==> config.mk <==
export PLATFORM = sky130hd
export DESIGN_NAME = axi_bridge_ip_tx_beat_fetch
export DESIGN_NICKNAME = d
export VERILOG_FILES = /design/src/rtl/axi_bridge_ip_tx_pkg.sv /design/src/rtl/axi_bridge_ip_tx_beat_fifo.sv /design/src/rtl/axi_bridge_ip_tx_beat_fetch.sv
export SDC_FILE = /design/constraint.sdc
export NUM_CORES = 2
export LEC_CHECK = 0
export BUFFER_PORTS_ARGS = -buffer_cell sky130_fd_sc_hd__buf_4
export CORE_MARGIN = 5
export CORE_UTILIZATION = 45
export CTS_BUF_LIST = sky130_fd_sc_hd__clkbuf_8 sky130_fd_sc_hd__clkbuf_16
export CTS_CLUSTER_DIAMETER = 50
export CTS_CLUSTER_SIZE = 12
export DETAILED_ROUTE_END_ITERATION = 8
export PLACE_DENSITY = 0.67
export REMOVE_ABC_BUFFERS = 1
export SYNTH_ARGS = -nofsm -noshare
export SYNTH_HDL_FRONTEND = slang
export SYNTH_HIERARCHICAL = 1
export SYNTH_SLANG_ARGS = --single-unit
==> constraint.sdc <==
create_clock -name clk_i -period 40 [get_ports clk_i]
set_input_delay 12 -clock clk_i [delete_from_list [all_inputs] [get_ports clk_i]]
set_output_delay 12 -clock clk_i [all_outputs]
set_load 0.01 [all_outputs]
==> src/rtl/axi_bridge_ip_tx_pkg.sv <==
`default_nettype none
// ============================================================================
//  Module      : axi_bridge_ip_tx_pkg
//  Description : Shared constants, beat entry type and tkeep helpers for the
//                AXI bridge TX ingress path.
//  Revision    : 1.0 - initial release
// ============================================================================
package axi_bridge_ip_tx_pkg;

    // Beat geometry. Top-level parameters default to these values and must
    // match them, because the entry type is built from them.
    localparam int TX_DATA_W         = 256;
    localparam int TX_IF_W           = 64;
    localparam int TX_TUSER_W        = 16;

    localparam int BYTES_PER_SEG     = TX_IF_W / 8;
    localparam int BYTES_PER_BEAT    = TX_DATA_W / 8;
    localparam int MAX_SEGS_PER_BEAT = (TX_DATA_W + TX_IF_W - 1) / TX_IF_W;
    localparam int SEG_CNT_W         = $clog2(MAX_SEGS_PER_BEAT + 1);
    localparam int LAST_BYTES_W      = $clog2(BYTES_PER_BEAT + 1);

    // One buffered beat with its segment bookkeeping precomputed.
    typedef struct packed {
        logic [TX_DATA_W-1:0]      data;
        logic [BYTES_PER_BEAT-1:0] keep;
        logic [TX_TUSER_W-1:0]     user;
        logic                      last;
        logic [SEG_CNT_W-1:0]      num_segs;
        logic [LAST_BYTES_W-1:0]   last_seg_bytes;
    } beat_entry_t;

    // Number of set bits in a tkeep vector.
    function automatic logic [LAST_BYTES_W-1:0] popcount_keep(
        input logic [BYTES_PER_BEAT-1:0] keep
    );
        logic [LAST_BYTES_W-1:0] cnt;
        cnt = '0;
        for (int i = 0; i < BYTES_PER_BEAT; i++) begin
            cnt = cnt + LAST_BYTES_W'(keep[i]);
        end
        return cnt;
    endfunction

    // True when the set bits form a run starting at bit 0 (all-zero included).
    function automatic logic keep_is_contiguous(
        input logic [BYTES_PER_BEAT-1:0] keep
    );
        for (int i = 1; i < BYTES_PER_BEAT; i++) begin
            if (keep[i] && !keep[i-1]) begin
                return 1'b0;
            end
        end
        return 1'b1;
    endfunction

endpackage
`default_nettype wire

==> src/rtl/axi_bridge_ip_tx_beat_fifo.sv <==
`default_nettype none
// ============================================================================
//  Module      : axi_bridge_ip_tx_beat_fifo
//  Description : Synchronous FIFO of beat entries. Head is read from
//                registered storage, so a write is visible one cycle later.
//                Supports flush and setting the last bit of the newest entry.
//  Revision    : 1.0 - initial release
// ============================================================================
module axi_bridge_ip_tx_beat_fifo
    import axi_bridge_ip_tx_pkg::*;
#(
    parameter int DEPTH = 2
) (
    input  logic        clk_i,
    input  logic        rst_i,
    input  logic        flush_i,
    input  logic        push_i,
    input  beat_entry_t push_entry_i,
    input  logic        pop_i,
    input  logic        set_last_i,
    output beat_entry_t head_o,
    output logic        empty_o,
    output logic        full_o
);

    localparam int PTR_W  = $clog2(DEPTH) + 1;
    localparam int ADDR_W = PTR_W - 1;

    beat_entry_t        mem_q [DEPTH];
    beat_entry_t        mem_d [DEPTH];
    logic [PTR_W-1:0]   wr_ptr_q, wr_ptr_d;
    logic [PTR_W-1:0]   rd_ptr_q, rd_ptr_d;
    logic [ADDR_W-1:0]  w_wr_addr;
    logic [ADDR_W-1:0]  w_tail_addr;

    assign w_wr_addr   = wr_ptr_q[ADDR_W-1:0];
    assign w_tail_addr = w_wr_addr - ADDR_W'(1);

    // Wrap bit distinguishes full from empty when the address bits match.
    assign empty_o = (wr_ptr_q == rd_ptr_q);
    assign full_o  = (wr_ptr_q[PTR_W-1] != rd_ptr_q[PTR_W-1]) &&
                     (wr_ptr_q[ADDR_W-1:0] == rd_ptr_q[ADDR_W-1:0]);
    assign head_o  = mem_q[rd_ptr_q[ADDR_W-1:0]];

    // Next pointers and storage: flush wins over push/pop/set-last.
    always_comb begin
        mem_d    = mem_q;
        wr_ptr_d = wr_ptr_q;
        rd_ptr_d = rd_ptr_q;
        if (flush_i) begin
            wr_ptr_d = '0;
            rd_ptr_d = '0;
        end else begin
            if (push_i && !full_o) begin
                mem_d[w_wr_addr] = push_entry_i;
                wr_ptr_d         = wr_ptr_q + PTR_W'(1);
            end
            if (set_last_i && !empty_o) begin
                mem_d[w_tail_addr].last = 1'b1;
            end
            if (pop_i && !empty_o) begin
                rd_ptr_d = rd_ptr_q + PTR_W'(1);
            end
        end
    end

    // Pointer registers.
    always_ff @(posedge clk_i) begin
        if (rst_i) begin
            wr_ptr_q <= '0;
            rd_ptr_q <= '0;
        end else begin
            wr_ptr_q <= wr_ptr_d;
            rd_ptr_q <= rd_ptr_d;
        end
    end

    // Entry storage; contents are only meaningful while occupied.
    always_ff @(posedge clk_i) begin
        mem_q <= mem_d;
    end

endmodule
`default_nettype wire

==> src/rtl/axi_bridge_ip_tx_beat_fetch.sv <==
`default_nettype none
// ============================================================================
//  Module      : axi_bridge_ip_tx_beat_fetch
//  Description : TX ingress stage. Buffers AXI-Stream beats, precomputes the
//                segment count and last-segment byte count, and holds the
//                head beat for the segment generator until beat-done.
//  Revision    : 1.0 - initial release
// ============================================================================
module axi_bridge_ip_tx_beat_fetch
    import axi_bridge_ip_tx_pkg::*;
#(
    parameter  int DATA_W     = TX_DATA_W,
    parameter  int IF_W       = TX_IF_W,
    parameter  int TUSER_W    = TX_TUSER_W,
    parameter  int FIFO_DEPTH = 2,
    localparam int NSEG_W     = $clog2(((DATA_W + IF_W - 1) / IF_W) + 1),
    localparam int LBYTES_W   = $clog2(DATA_W / 8 + 1)
) (
    input  logic                  clk_i,
    input  logic                  rst_i,
    input  logic                  enable_i,
    input  logic                  flush_i,
    input  logic                  s_axis_tvalid_i,
    output logic                  s_axis_tready_o,
    input  logic [DATA_W-1:0]     s_axis_tdata_i,
    input  logic [DATA_W/8-1:0]   s_axis_tkeep_i,
    input  logic [TUSER_W-1:0]    s_axis_tuser_i,
    input  logic                  s_axis_tlast_i,
    output logic                  beat_valid_o,
    output logic [DATA_W-1:0]     beat_data_o,
    output logic [DATA_W/8-1:0]   beat_keep_o,
    output logic [TUSER_W-1:0]    beat_user_o,
    output logic                  beat_last_o,
    output logic [NSEG_W-1:0]     beat_num_segs_o,
    output logic [LBYTES_W-1:0]   beat_last_seg_bytes_o,
    input  logic                  beat_done_pulse_i,
    input  logic                  frame_done_pulse_i,
    output logic                  keep_err_o,
    output logic [31:0]           frame_cnt_o
);

    logic                    w_empty;
    logic                    w_full;
    logic                    w_accept;
    logic                    w_null;
    logic                    w_push;
    logic                    w_pop;
    logic                    w_set_last;
    logic [LAST_BYTES_W-1:0] w_nbytes;
    logic [SEG_CNT_W-1:0]    w_num_segs;
    logic [LAST_BYTES_W-1:0] w_last_bytes;
    beat_entry_t             w_entry;
    beat_entry_t             w_head;
    beat_entry_t             w_head_vis;
    logic                    keep_err_q, keep_err_d;
    logic [31:0]             frame_cnt_q, frame_cnt_d;

    // Ready depends only on registered occupancy and the control inputs.
    assign s_axis_tready_o = enable_i && !flush_i && !w_full && !rst_i;
    assign w_accept        = s_axis_tvalid_i && s_axis_tready_o;
    assign w_null          = (s_axis_tkeep_i == '0);
    assign w_push          = w_accept && !w_null;
    // A null beat carrying tlast closes the frame on the newest buffered beat.
    assign w_set_last      = w_accept && w_null && s_axis_tlast_i && !w_empty;
    assign w_pop           = beat_done_pulse_i && !w_empty && enable_i && !flush_i;

    // Segment arithmetic on the incoming beat.
    assign w_nbytes     = popcount_keep(s_axis_tkeep_i);
    assign w_num_segs   = SEG_CNT_W'((int'(w_nbytes) + BYTES_PER_SEG - 1) / BYTES_PER_SEG);
    assign w_last_bytes = w_nbytes - LAST_BYTES_W'((int'(w_num_segs) - 1) * BYTES_PER_SEG);

    // Assemble the entry written into the buffer.
    always_comb begin
        w_entry                = '0;
        w_entry.data           = s_axis_tdata_i;
        w_entry.keep           = s_axis_tkeep_i;
        w_entry.user           = s_axis_tuser_i;
        w_entry.last           = s_axis_tlast_i;
        w_entry.num_segs       = w_num_segs;
        w_entry.last_seg_bytes = w_last_bytes;
    end

    axi_bridge_ip_tx_beat_fifo #(
        .DEPTH        (FIFO_DEPTH)
    ) u_beat_fifo (
        .clk_i        (clk_i),
        .rst_i        (rst_i),
        .flush_i      (flush_i),
        .push_i       (w_push),
        .push_entry_i (w_entry),
        .pop_i        (w_pop),
        .set_last_i   (w_set_last),
        .head_o       (w_head),
        .empty_o      (w_empty),
        .full_o       (w_full)
    );

    // Head fields read as zero whenever nothing is buffered.
    assign w_head_vis            = w_empty ? '0 : w_head;
    assign beat_valid_o          = !w_empty && enable_i;
    assign beat_data_o           = w_head_vis.data;
    assign beat_keep_o           = w_head_vis.keep;
    assign beat_user_o           = w_head_vis.user;
    assign beat_last_o           = w_head_vis.last;
    assign beat_num_segs_o       = w_head_vis.num_segs;
    assign beat_last_seg_bytes_o = w_head_vis.last_seg_bytes;

    // Error pulse for accepted null or non-contiguous tkeep; frame counter.
    always_comb begin
        keep_err_d  = w_accept && (w_null || !keep_is_contiguous(s_axis_tkeep_i));
        frame_cnt_d = frame_cnt_q;
        if (frame_done_pulse_i) begin
            frame_cnt_d = frame_cnt_q + 32'd1;
        end
    end

    // Status registers.
    always_ff @(posedge clk_i) begin
        if (rst_i) begin
            keep_err_q  <= 1'b0;
            frame_cnt_q <= '0;
        end else begin
            keep_err_q  <= keep_err_d;
            frame_cnt_q <= frame_cnt_d;
        end
    end

    assign keep_err_o  = keep_err_q;
    assign frame_cnt_o = frame_cnt_q;

endmodule
`default_nettype wire

==> results.yml <==
logic_synthesis:
  post-synth-top-count-cell: "edfxtp_1"
  ys_seq_area_share_pct: 70.72
  async_flop_share_pct: 0
  synth_area_leaders: "edfxtp_1 68%, mux2_2 13%, nor2b_1 7.2%"
  synthAdderAreaFrac_pct: 2.348
  yosys-top-cells-count: "628 x edfxtp_1, 319 x nor2b_1, 314 x mux2_2"
  yosysTopAreaCellShare_pct: 68.05
  ys_types: 54
  yosysTopAreaCell: "edfxtp_1"
  syn_area_per_cell_um2: 16.54
  synth_top_family_by_area: "multiplexers"
  synthesis.area_um2: 27710
  syn-instance-count: 1675
  ys_warn_count: 6
  ys_ff_latch: 665
  synthMuxAreaShare_pct: 13.01
  synth-xor-area-share_pct: 1.323
  synth-compound-area-share_pct: 0.6908
  synth_edf_count: 628
  yosys.area_share.simple_pct: 10.06
  synth_flop_cell: "edfxtp_1"
power:
  power_density_nw_per_um2: 50.17
  p_clk_share_pct: 33.9
  power_frac_comb_pct: 19.3
  p_switching_uw: 450.7
  ir_drop_mv: 0.1935
  intPower_uw: 1335
  pwr-share-seq_pct: 46.7
  switching_share_pct: 25.25
  cellLeakagePower_uw: 0.01305
clock_tree:
  ctsResizeCount: 0
  max-clock-path-buffers: 3
  cts_tree: "done"
  clock-sinks: 665
  ctsRootBufferMaster: "clkbuf_16"
  insertion_delay_ps: 590
  clkTransAtPathRegs_ps: 60
  cts_made_buffers: 72
  post_cts_buffers: 0
  htreeDepth: 3
  hold_buffers: 0
grt:
  gr-total-overflow: 0
  grt_pass1_vias: 16860
  grt_pass1_wl_mm: 104.9
  grt.total_usage_pct: 20.47
  antenna_found_initial: 9
  grt_max_degree: 87
layout:
  synthToLayoutAreaGrowth_pct: 28.40
  register_area_um2: 19600
  drive_gt1_share_pct: 46.46
  multi_input_area_um2: 7619
  num-fill-cells: 4792
  final_nets: 2696
setup_path:
  worstPathRequired_ps: 28000
  path_max_fanout: 34
  crit_arrival_ps: 12850
  path_class: "input port to output pin"
  cp-end-kind: "output pin"
  start_kind: "input port"
place:
  dp_hpwl_mm: 49.02
  portBuffers: 660
  gp_congestion: 0.8229
sta:
  finalHoldViolCount: 0
  min_period_over_period_pct: 62.12
  final.setup.tns_ps: 0
  setup_viol: 0
  fin_skew_ps: 24.77
  slew_violations: 0
  fmax_ghz: 0.04024
  rsz0062_at_grt: "false"
  tightest_slew_ps: 1128
  maxSlewHeadroom_pct: 24.79
  finalHoldWorstSlack_ps: 537.0
  final.min_clock_period_ps: 24850
drt:
  via_count: 16210
  drc_errors: 0
  drt_iter0_markers: 1137
  via_per_inst: 5.095
  dr.pass1.iters: 5
  wl_mm: 70.96
  antenna_left: 0
  wl_per_cell_um: 22.30
die:
  die_w_um: 258.2
  core-area_um2: 61370
  io_pins: 661
  die_y_um: 258.2
  num_rows: 91
  initial_utilization_pct: 45.15
  die_area_um2: 66640
run_status:
  status: "completed"
run:
  maxCapViolCount: 0
hold_path:
  hold_path_class: "flop to flop"
worst paths after layout:
check / from / endpoint / slack (ps) / depth (start not counted)
setup / recovery: rst_i / s_axis_tready_o / 15150 / 3
setup reg to reg: u_beat_fifo/rd_ptr_q[0] / flop / 34270 / 9
hold reg to reg: frame_cnt_o[31] / frame_cnt_o[31] / 540 / 2
hold / removal: frame_cnt_o[31] / frame_cnt_o[31] / 540 / 2
kinds of logic after synthesis:
group                      Yosys count
DFF                                665
muxes                              321
AOI/OAI and AO/OA                   30
buffers and inverters              120
xor gates and xnor gates            41
and+or+nand+nor                    461
adders and majority gates           37
metrics by stage:
stage          area (um2)  power (uW)  worst slack, ps  utilization (%)  instances
2_1_floorplan       27350        1102             4246                -       1596
3_3_place_gp        33450        1182            15180            54.50       3063
3_5_place_dp        33450        1198            15150            54.50       3063
4_1_cts             35570        1810            15130            57.95       3175
5_1_grt             35580        1885            15090            57.98       3181
6_report            35580        1785            15150            57.98       3182
per-layer routing:
layer / vias up / global-route usage, % / share of wire [%]
li1: 7456 / - / -
met1: 8118 / 24.89 / 38
met2: 544 / 35.10 / 51
met3: 87 / 6.345 / 8.1
met4: 6 / 6.571 / 2.4
met5: - / 0 / 0.066
final cells by class:
class	count	area share, %
clock inverters	37	0.7138
diodes	7	0.04923
multi-input cells	890	21.41
clock buffers	75	5.243
well taps	790	2.778
inverters	41	0.4325
flip-flops and latches	665	55.09
repair buffers	677	14.28
placed cells by master, fill, tap and decap left out, drive strengths merged, types with 10 or more instances in the layout:
cell and instances:
buf 677, xor2 11, nand2 24, nor2b 319, clkinv 15, edfxtp 628
xnor2 30, nand3 10, inv 59, clkbuf 75, fa 25, ha 12
mux2 314, nand4 11, dfxtp 37, nor2 46, nor3 13, nor4 12
power groups by stage:
stage                     clock (uW)  sequential (uW)  combinational [uW]
final                            606              835                 345
after global routing             654              835                 397
after CTS                        623              835                 352
after detailed placement           0              849                 349
after global placement             0              849                 333
after floorplan                    0              851                 251
critical path: stages:
cell and delay, ps:
buf_4 230, nor4b_1 410, buf_4 210
(Power assumes the default switching activity.)
